**src/rtl/hc165_uart_report_pkg.sv**
```systemverilog
// Shared types for the 74HC165 read-back reporter.
package hc165_uart_report_pkg;

    typedef enum logic [2:0] {
        S_IDLE,
        S_LOAD,
        S_SHIFT,
        S_DECIDE,
        S_SEND
    } state_t;

endpackage

```
**src/rtl/uart_tx.sv**
```systemverilog
// 8N1 UART transmitter: start bit, 8 data bits LSB first, stop bit.
module uart_tx #(
    parameter int CLK_FREQ = 18_000_000,
    parameter int BAUDRATE = 115_200
) (
    input  logic       clk,
    input  logic       rst_n,
    input  logic       start,
    input  logic [7:0] data,
    output logic       tx,
    output logic       busy,
    output logic       done
);

    localparam int BIT   = CLK_FREQ / BAUDRATE;
    localparam int CNT_W = $clog2(BIT);

    logic [CNT_W-1:0] cyc;
    logic [3:0]       idx;
    logic [9:0]       frame;

    always_ff @(posedge clk) begin
        if (!rst_n) begin
            tx    <= 1'b1;
            busy  <= 1'b0;
            done  <= 1'b0;
            cyc   <= '0;
            idx   <= '0;
            frame <= '1;
        end else begin
            done <= 1'b0;
            if (!busy) begin
                if (start) begin
                    frame <= {1'b1, data, 1'b0};
                    tx    <= 1'b0;
                    busy  <= 1'b1;
                    cyc   <= '0;
                    idx   <= '0;
                end
            end else if (cyc == CNT_W'(BIT - 1)) begin
                cyc <= '0;
                // frame[0] is always the bit currently on the line
                if (idx == 4'd9) begin
                    busy <= 1'b0;
                    done <= 1'b1;
                    tx   <= 1'b1;
                end else begin
                    idx   <= idx + 4'd1;
                    tx    <= frame[1];
                    frame <= {1'b1, frame[9:1]};
                end
            end else begin
                cyc <= cyc + CNT_W'(1);
            end
        end
    end

endmodule

```
**src/rtl/hc165_uart_report.sv**
```systemverilog
// Polls a 74HC165 and reports the 8 inputs over UART on change, on request, or once after reset.
module hc165_uart_report
    import hc165_uart_report_pkg::*;
#(
    parameter int CLK_FREQ    = 18_000_000,
    parameter int BAUDRATE    = 115_200,
    parameter int SHIFT_DIV   = 9,
    parameter int POLL_CYCLES = 180_000
) (
    input  logic       clk,
    input  logic       rst_n,
    output logic       sr_pl_n,
    output logic       sr_cp,
    input  logic       sr_q7,
    input  logic       report_now,
    output logic       tx,
    output logic       busy,
    output logic [7:0] data_o
);

    localparam int POLL_W = $clog2(POLL_CYCLES);
    localparam int DIV_W  = $clog2(SHIFT_DIV);

    state_t            state;
    logic [POLL_W-1:0] poll_cnt;
    logic              poll_req;
    logic              poll_wrap;
    logic [DIV_W-1:0]  div_cnt;
    logic              div_last;
    logic [2:0]        bit_k;
    logic [7:0]        shreg;
    logic [7:0]        last_sent;
    logic              force_pend;
    logic              first_pend;
    logic              tx_start;
    logic              tx_done;
    logic              send;

    assign poll_wrap = (poll_cnt == POLL_W'(POLL_CYCLES - 1));
    assign div_last  = (div_cnt == DIV_W'(SHIFT_DIV - 1));
    // A report_now landing in the DECIDE cycle itself still forces this report.
    assign send = (shreg != last_sent) || force_pend || first_pend || report_now;

    always_ff @(posedge clk) begin
        if (!rst_n) begin
            poll_cnt <= '0;
            poll_req <= 1'b0;
        end else begin
            poll_cnt <= poll_wrap ? '0 : poll_cnt + POLL_W'(1);
            if (state == S_IDLE && poll_req)
                poll_req <= 1'b0;
            if (poll_wrap)
                poll_req <= 1'b1;
        end
    end

    always_ff @(posedge clk) begin
        if (!rst_n) begin
            state      <= S_IDLE;
            sr_pl_n    <= 1'b1;
            sr_cp      <= 1'b0;
            div_cnt    <= '0;
            bit_k      <= '0;
            shreg      <= '0;
            last_sent  <= '0;
            data_o     <= '0;
            force_pend <= 1'b0;
            first_pend <= 1'b1;
            tx_start   <= 1'b0;
        end else begin
            tx_start <= 1'b0;
            if (report_now)
                force_pend <= 1'b1;
            case (state)
                S_IDLE: begin
                    if (poll_req) begin
                        sr_pl_n <= 1'b0;
                        div_cnt <= '0;
                        state   <= S_LOAD;
                    end
                end
                S_LOAD: begin
                    if (div_last) begin
                        sr_pl_n <= 1'b1;
                        div_cnt <= '0;
                        bit_k   <= 3'd7;
                        state   <= S_SHIFT;
                    end else begin
                        div_cnt <= div_cnt + DIV_W'(1);
                    end
                end
                S_SHIFT: begin
                    // sr_cp doubles as the phase flag: low phase samples Q7, high phase advances k
                    if (div_last) begin
                        div_cnt <= '0;
                        if (sr_cp) begin
                            sr_cp <= 1'b0;
                            bit_k <= bit_k - 3'd1;
                        end else begin
                            shreg[bit_k] <= sr_q7;
                            if (bit_k == 3'd0)
                                state <= S_DECIDE;
                            else
                                sr_cp <= 1'b1;
                        end
                    end else begin
                        div_cnt <= div_cnt + DIV_W'(1);
                    end
                end
                S_DECIDE: begin
                    data_o <= shreg;
                    if (send) begin
                        last_sent  <= shreg;
                        force_pend <= 1'b0;
                        first_pend <= 1'b0;
                        tx_start   <= 1'b1;
                        state      <= S_SEND;
                    end else begin
                        state <= S_IDLE;
                    end
                end
                S_SEND: begin
                    if (tx_done)
                        state <= S_IDLE;
                end
                default: state <= S_IDLE;
            endcase
        end
    end

    uart_tx #(
        .CLK_FREQ(CLK_FREQ),
        .BAUDRATE(BAUDRATE)
    ) u_uart_tx (
        .clk  (clk),
        .rst_n(rst_n),
        .start(tx_start),
        .data (shreg),
        .tx   (tx),
        .busy (busy),
        .done (tx_done)
    );

endmodule

```
**config.mk**
```make
export PLATFORM = sky130hd
export DESIGN_NAME = hc165_uart_report
export DESIGN_NICKNAME = d
export VERILOG_FILES = /design/src/rtl/hc165_uart_report_pkg.sv /design/src/rtl/uart_tx.sv /design/src/rtl/hc165_uart_report.sv
export SDC_FILE = /design/constraint.sdc
export NUM_CORES = 1
export LEC_CHECK = 0
export CAP_MARGIN = 20
export CELL_PAD_IN_SITES_DETAIL_PLACEMENT = 0
export CELL_PAD_IN_SITES_GLOBAL_PLACEMENT = 1
export CORE_ASPECT_RATIO = 0.7
export CORE_MARGIN = 5
export CORE_UTILIZATION = 46
export DETAILED_ROUTE_END_ITERATION = 10
export GPL_ROUTABILITY_DRIVEN = 0
export GPL_TIMING_DRIVEN = 1
export PLACE_DENSITY_LB_ADDON = 0.1
export SYNTH_ARGS = -nofsm -noshare
export SYNTH_HDL_FRONTEND = slang
export SYNTH_SLANG_ARGS = --single-unit
```
**constraint.sdc**
```tcl
create_clock -name clk -period 2.32 [get_ports clk]
set_input_delay 0.464 -clock clk [delete_from_list [all_inputs] [get_ports clk]]
set_output_delay 0.464 -clock clk [all_outputs]
set_load 0.01 [all_outputs]
```
# After elaboration in Yosys (flattened, before gate mapping)
# Index checks and enable logic that the tools add are counted.
[word_totals]
reg_bits = 83
output_inout_bits = 12
word_cells = 120
[op_classes]
add_sub_neg = 5
n_lt_le_gt_ge = 2
eq_ne = 18
n_mux = 49
bitwise_logic = 2
reduce_logical = 25
[ops]
columns = ["cell", "n"]
rows = [
  ["$mux 10", 4],
  ["$mux 3", 10],
  ["$mux 4", 6],
  ["$mux 8", 3],
  ["$mux 1", 20],
  ["$add 18x1->18 const B", 1],
  ["$eq 18x18->1 const B", 1],
  ["$ne 2x2->1 const B", 8],
  ["$pmux 3 s5", 1],
  ["$reduce_and 3->1", 4],
  ["$reduce_and 2->1", 5],
  ["$reduce_bool 2->1", 5],
  ["$add 4x1->4 const B", 2],
  ["$add 8x1->8 const B", 1],
  ["$bwmux 8", 1],
  ["$eq 4x4->1 const B", 2],
  ["$eq 8x8->1 const B", 1],
  ["$ne 8x8->1", 1],
  ["$pmux 4 s2", 1],
  ["$eq 3x2->1 const B", 2],
  ["$logic_not 3->1", 2],
  ["$pmux 3 s2", 1],
  ["$reduce_and 6->1", 1],
  ["$lt 3x4->1 const B", 1],
  ["other kinds (12)", 17],
]

# Logic depth before layout (Yosys ltp)
[logic_depth]
ltp_word = 6
mapped_depth = 8
mapped_depth_nobuf = 7

# Cells and area by module
# From an unflattened synthesis, not the netlist that was laid out.
[hier_totals]
hier_cells = 419
area_unflattened_um2 = 3853.7
[modules_own_cells]
columns = ["mod", "instances", "cells_each", "area_per_inst_um2", "seq_area_each_um2"]
rows = [
  ["hc165_uart_report", 1, 291, 2651.3, 1161.1],
  ["uart_tx", 1, 128, 1202.4, 460.4],
]

# Worst setup path after synthesis
# Ideal clock, no wire load.
[synth_path]
path_kind = "input -> register"
from = "input port report_now"
to = "register last_sent[3]"
setup_time_ns = 0.095
arrival_ns = 1.567
t_required_ns = 2.225
path_slack_ns = 0.657
stages = 4
path_cell_list = "or4_1 > buf_2 > or2_4 > o311ai_1"
[synth_via]
elab_chain_len = 2
[synth_lines]
columns = ["item", "line_no", "text"]
rows = [
  ["start: declaration", "hc165_uart_report.sv:15", "input logic report_now,"],
  ["$logic_or 1x1->1", "hc165_uart_report.sv:42", "assign send = (shreg != last_sent) || force_pend || first_pend || report_now;"],
  ["$reduce_and 2->1 (no line)", "-", ""],
  ["end signal: assignment", "hc165_uart_report.sv:113", "last_sent <= shreg;"],
  ["end: declaration", "hc165_uart_report.sv:32", "logic [7:0] last_sent;"],
]
# Every way passes these cells.
# A chain may end at the register's enable or synchronous reset.

# Final worst setup path
[layout_path]
from = "register sr_cp"
to = "output port sr_cp"
[layout_lines]
columns = ["item", "line_no", "text"]
rows = [
  ["start: declaration", "hc165_uart_report.sv:13", "output logic sr_cp,"],
  ["start signal: assignment", "hc165_uart_report.sv:61", "sr_cp <= 1'b0;"],
  ["start signal: assignment", "hc165_uart_report.sv:97", "sr_cp <= 1'b0;"],
  ["start signal: assignment", "hc165_uart_report.sv:104", "sr_cp <= 1'b1;"],
]
# No word-level cell between the ends.

==> key figures <==
Global route
  – Gr usage total: 17.6%
  – Antenna violations before repair: 0
  – Vias in the first global route: 2993
  – Global-route wire length before repair: about 15 mm
  – Aggregate global routing overflow: 0
  – Maximum number of pins on one net before global-route repair: 20

Die
  – Core box area: 7940 um2
  – Effective utilization at floorplan: 47.5%
  – # rows: 27
  – Ports: 16
  – Total die area: 10100 um2
  – DIE HEIGHT: 85.7 um
  – Horiz. Die Dim: 118 um

Timing
  – TNS Setup: 0 ns
  – Final slew viol count: 0
  – Worst Slack Setup Final: 0.378 ns
  – Setup repair after global routing missed its margin: no
  – Shortest period the worst path allows: a little under 2 ns
  – Worst Max-Slew Pin Slew: between 0.5 and 0.6 ns
  – Final setup fails: 0
  – Post-Route Skew: 0.00586 ns
  – FMAX: 515 MHz
  – Final Hold Fails: 0
  – Relative slew slack: 63.1%
  – Crit share post-route: 83.7%
  – Worst-case hold slack: 0.444 ns

Logic synthesis
  – Synth cell types: 51
  – Ys async rst share: 0%
  – Mean post-synth cell area: 8.77 um2
  – Most frequent cells after synthesis: sky130_fd_sc_hd__dfxtp_1, sky130_fd_sc_hd__nand2_1, sky130_fd_sc_hd__nor2_1
  – Area share of the leading cell type in the synthesized netlist: 43.0%
  – Syn Nets: approximately 440
  – Most area-consuming cells after synthesis: sky130_fd_sc_hd__dfxtp_1, sky130_fd_sc_hd__nand2_1, sky130_fd_sc_hd__mux2i_1, sky130_fd_sc_hd__nor2_1, sky130_fd_sc_hd__xnor2_1
  – Yosys warning count: 0
  – Portion of the post-synthesis area used by sequential elements: 43.0%
  – Most repeated cell in the gate-level netlist after synthesis: sky130_fd_sc_hd__dfxtp_1
  – Most frequently used flop master after synthesis: sky130_fd_sc_hd__dfxtp_1
  – Number of enable flip-flop cells after synthesis: 0
  – Post-synthesis cell count: between 400 and 500
  – Cell type with the largest total area after synthesis: sky130_fd_sc_hd__dfxtp_1
  – Yosys reg bits: slightly above 80
  – Combined area of all synthesized cells: 3770 um2

Clocking
  – Deepest clock path buffer count: 2
  – Number of CTS-inserted buffers: 9
  – Total of hold buffers inserted after clock tree synthesis: 0
  – Total number of clock tree sinks: 81
  – Clock root buffer: sky130_fd_sc_hd__clkbuf_16
  – H-tree level count: 3
  – Post-CTS setup-driven buffer insertion count: 0
  – Clock tree from TritonCTS: yes
  – Resized cells post-CTS: 0
  – Insertion delay of the later-clocked pin in the worst-skew pair: 0.34 ns
  – Clock slew at the register clock pins of the worst setup and hold paths: 0.06 ns

Setup path
  – Largest fanout on the critical path: 12
  – Cell Chain, Critical Path: clkdlybuf4s50_1
  – Stages on worst setup path: 1
  – Crit path launch type: flip-flop
  – Maximum single-stage delay on the critical path: just over 0.6 ns
  – Family of cells with the greatest summed delay on the critical path: buffers and inverters
  – Number of buffers and inverters on the critical path: 1
  – Worst Path Class, Setup: flip-flop to primary output
  – R2R depth: 5
  – Highest-delay cell along the critical path: sky130_fd_sc_hd__clkdlybuf4s50_1
  – Crit path required time: 1.86 ns
  – Worst endpoint data arrival time: 1.48 ns
  – Critical Path Sink Type: primary output

Finish
  – Final design utilization: 54.4%
  – FF+latch area: 1620 um2
  – Final net count: 460
  – Final instance area: 4320 um2
  – Non-filler instance count after layout: approximately 550
  – Antenna fix cells: 0
  – Fillcell total: 731
  – Share of post-route cells with drive strength above 1: under 10%
  – Synthesis-to-layout area growth: 14.5%
  – Area used by multi-input combinational logic: 2030 um2

Power
  – Pwr dens: between 600 and 700 nW/um2
  – LEAKAGE: 1.65 nW
  – VDD IR max: 0.440 mV
  – Power consumption: 2.72 mW

Outcome
  – Run status: complete, no violations

Route
  – Average wire per standard cell: 14.9 um
  – Via/cell ratio: 5.63
  – Sum of routed wire length over all layers: 8.27 mm
  – Residual DRC count: 0
  – Total number of vias: 3121
  – Number of nets with antenna violations after detailed routing: 0
  – First-pass iteration count of the detailed router: 4
  – Iteration-0 DRC count of the detailed router: between 150 and 200

Min path
  – Depth of the worst hold-timing path: 2
  – Worst hold-check path type: flip-flop to flip-flop

Place
  – Total instance count after detailed placement: roughly 540
  – Count of buffers inserted at the top-level ports: 15
  – Post-DP HPWL: 5.86 mm
  – Cell area reported after detailed placement: 4050 um2
  – Worst slack at placement: between 0.15 and 0.2 ns

Job
  – Number of violations of the max-capacitance limit: 0
-- cell families after synthesis --
group | after synthesis | share of synthesized area (%)
adder cells (fa/ha/maj) | 8 | 2.66
AO/OA/AOI/OAI | 83 | 15.1
flip-flops | 81 | 43.0
AND/OR/NAND/NOR | 178 | 23.5
XOR/XNOR | 23 | 5.34
multiplexers | 26 | 7.17
buffers and inverters | 31 | 3.22
-- path summary, 6_finish.rpt --
| kind | startpoint | to | slack (ns) |
|---|---|---|---|
| setup / recovery | sr_cp$_SDFFE_PN0P_ | sr_cp | 0.38 |
| hold / removal | first_pend$_SDFFE_PN1P_ | first_pend$_SDFFE_PN1P_ | 0.44 |
| setup reg to reg | poll_cnt[0]$_SDFF_PP0_ | poll_cnt[7]$_SDFF_PP0_ | 0.38 |
| hold reg to reg | first_pend$_SDFFE_PN1P_ | first_pend$_SDFFE_PN1P_ | 0.44 |
-- per-layer routing --
metal	track usage, %	vias up	part of all wire [%]
li1	-	1591	-
met1	24.9	1460	53
met2	25.2	62	41
met3	6.66	8	4.6
met4	4.69	0	1.3
met5	0	-	0
-- where the power goes --
group	switching (mW)	internal, mW
Combinational	0.0317	0.0158
Sequential	0.00577	1.40
Clock	0.550	0.716
-- cells in the final DEF (no fill, tap or decap), types with 4 or more instances in the layout --
cell,count
sky130_fd_sc_hd__clkinv_2,4
sky130_fd_sc_hd__a2bb2oi_1,6
sky130_fd_sc_hd__xor2_1,7
sky130_fd_sc_hd__o311ai_1,6
sky130_fd_sc_hd__ha_1,8
sky130_fd_sc_hd__o21ai_0,18
sky130_fd_sc_hd__clkdlybuf4s50_1,15
sky130_fd_sc_hd__buf_4,11
sky130_fd_sc_hd__mux2_2,8
sky130_fd_sc_hd__mux2i_1,18
sky130_fd_sc_hd__a21oi_1,20
sky130_fd_sc_hd__clkbuf_16,9
sky130_fd_sc_hd__inv_1,11
sky130_fd_sc_hd__and3_1,13
sky130_fd_sc_hd__nand4_1,12
sky130_fd_sc_hd__nand3b_1,6
sky130_fd_sc_hd__or3_1,6
sky130_fd_sc_hd__xnor2_1,16
sky130_fd_sc_hd__a211oi_1,4
sky130_fd_sc_hd__nor2_1,39
sky130_fd_sc_hd__nand3_1,13
sky130_fd_sc_hd__nand2b_1,5
sky130_fd_sc_hd__dfxtp_1,81
sky130_fd_sc_hd__nor2b_1,4
sky130_fd_sc_hd__nand2_1,53
sky130_fd_sc_hd__nor3_1,12
-- sequential cells by signal (all words and copies together), names as in the netlist --
signal and count:
sr_pl_n 1, shreg 8, u_uart_tx.cyc 8, state 3, poll_req 1, data_o 8, bit_k 3, u_uart_tx.done 1
u_uart_tx.idx 4, u_uart_tx.busy 1, poll_cnt 18, div_cnt 4, u_uart_tx.tx 1, force_pend 1, first_pend 1, last_sent 8
tx_start 1, sr_cp 1, u_uart_tx.frame 8
-- cell type report --
class	count	share of cell area (%)
multi-input cells	318	47.0
flip-flops and latches	81	37.6
repair buffers	26	5.39
clock buffers	10	5.30
well taps	101	2.93
inverters	12	1.04
clock inverters	6	0.812
Power figures use the tool's default switching activity.
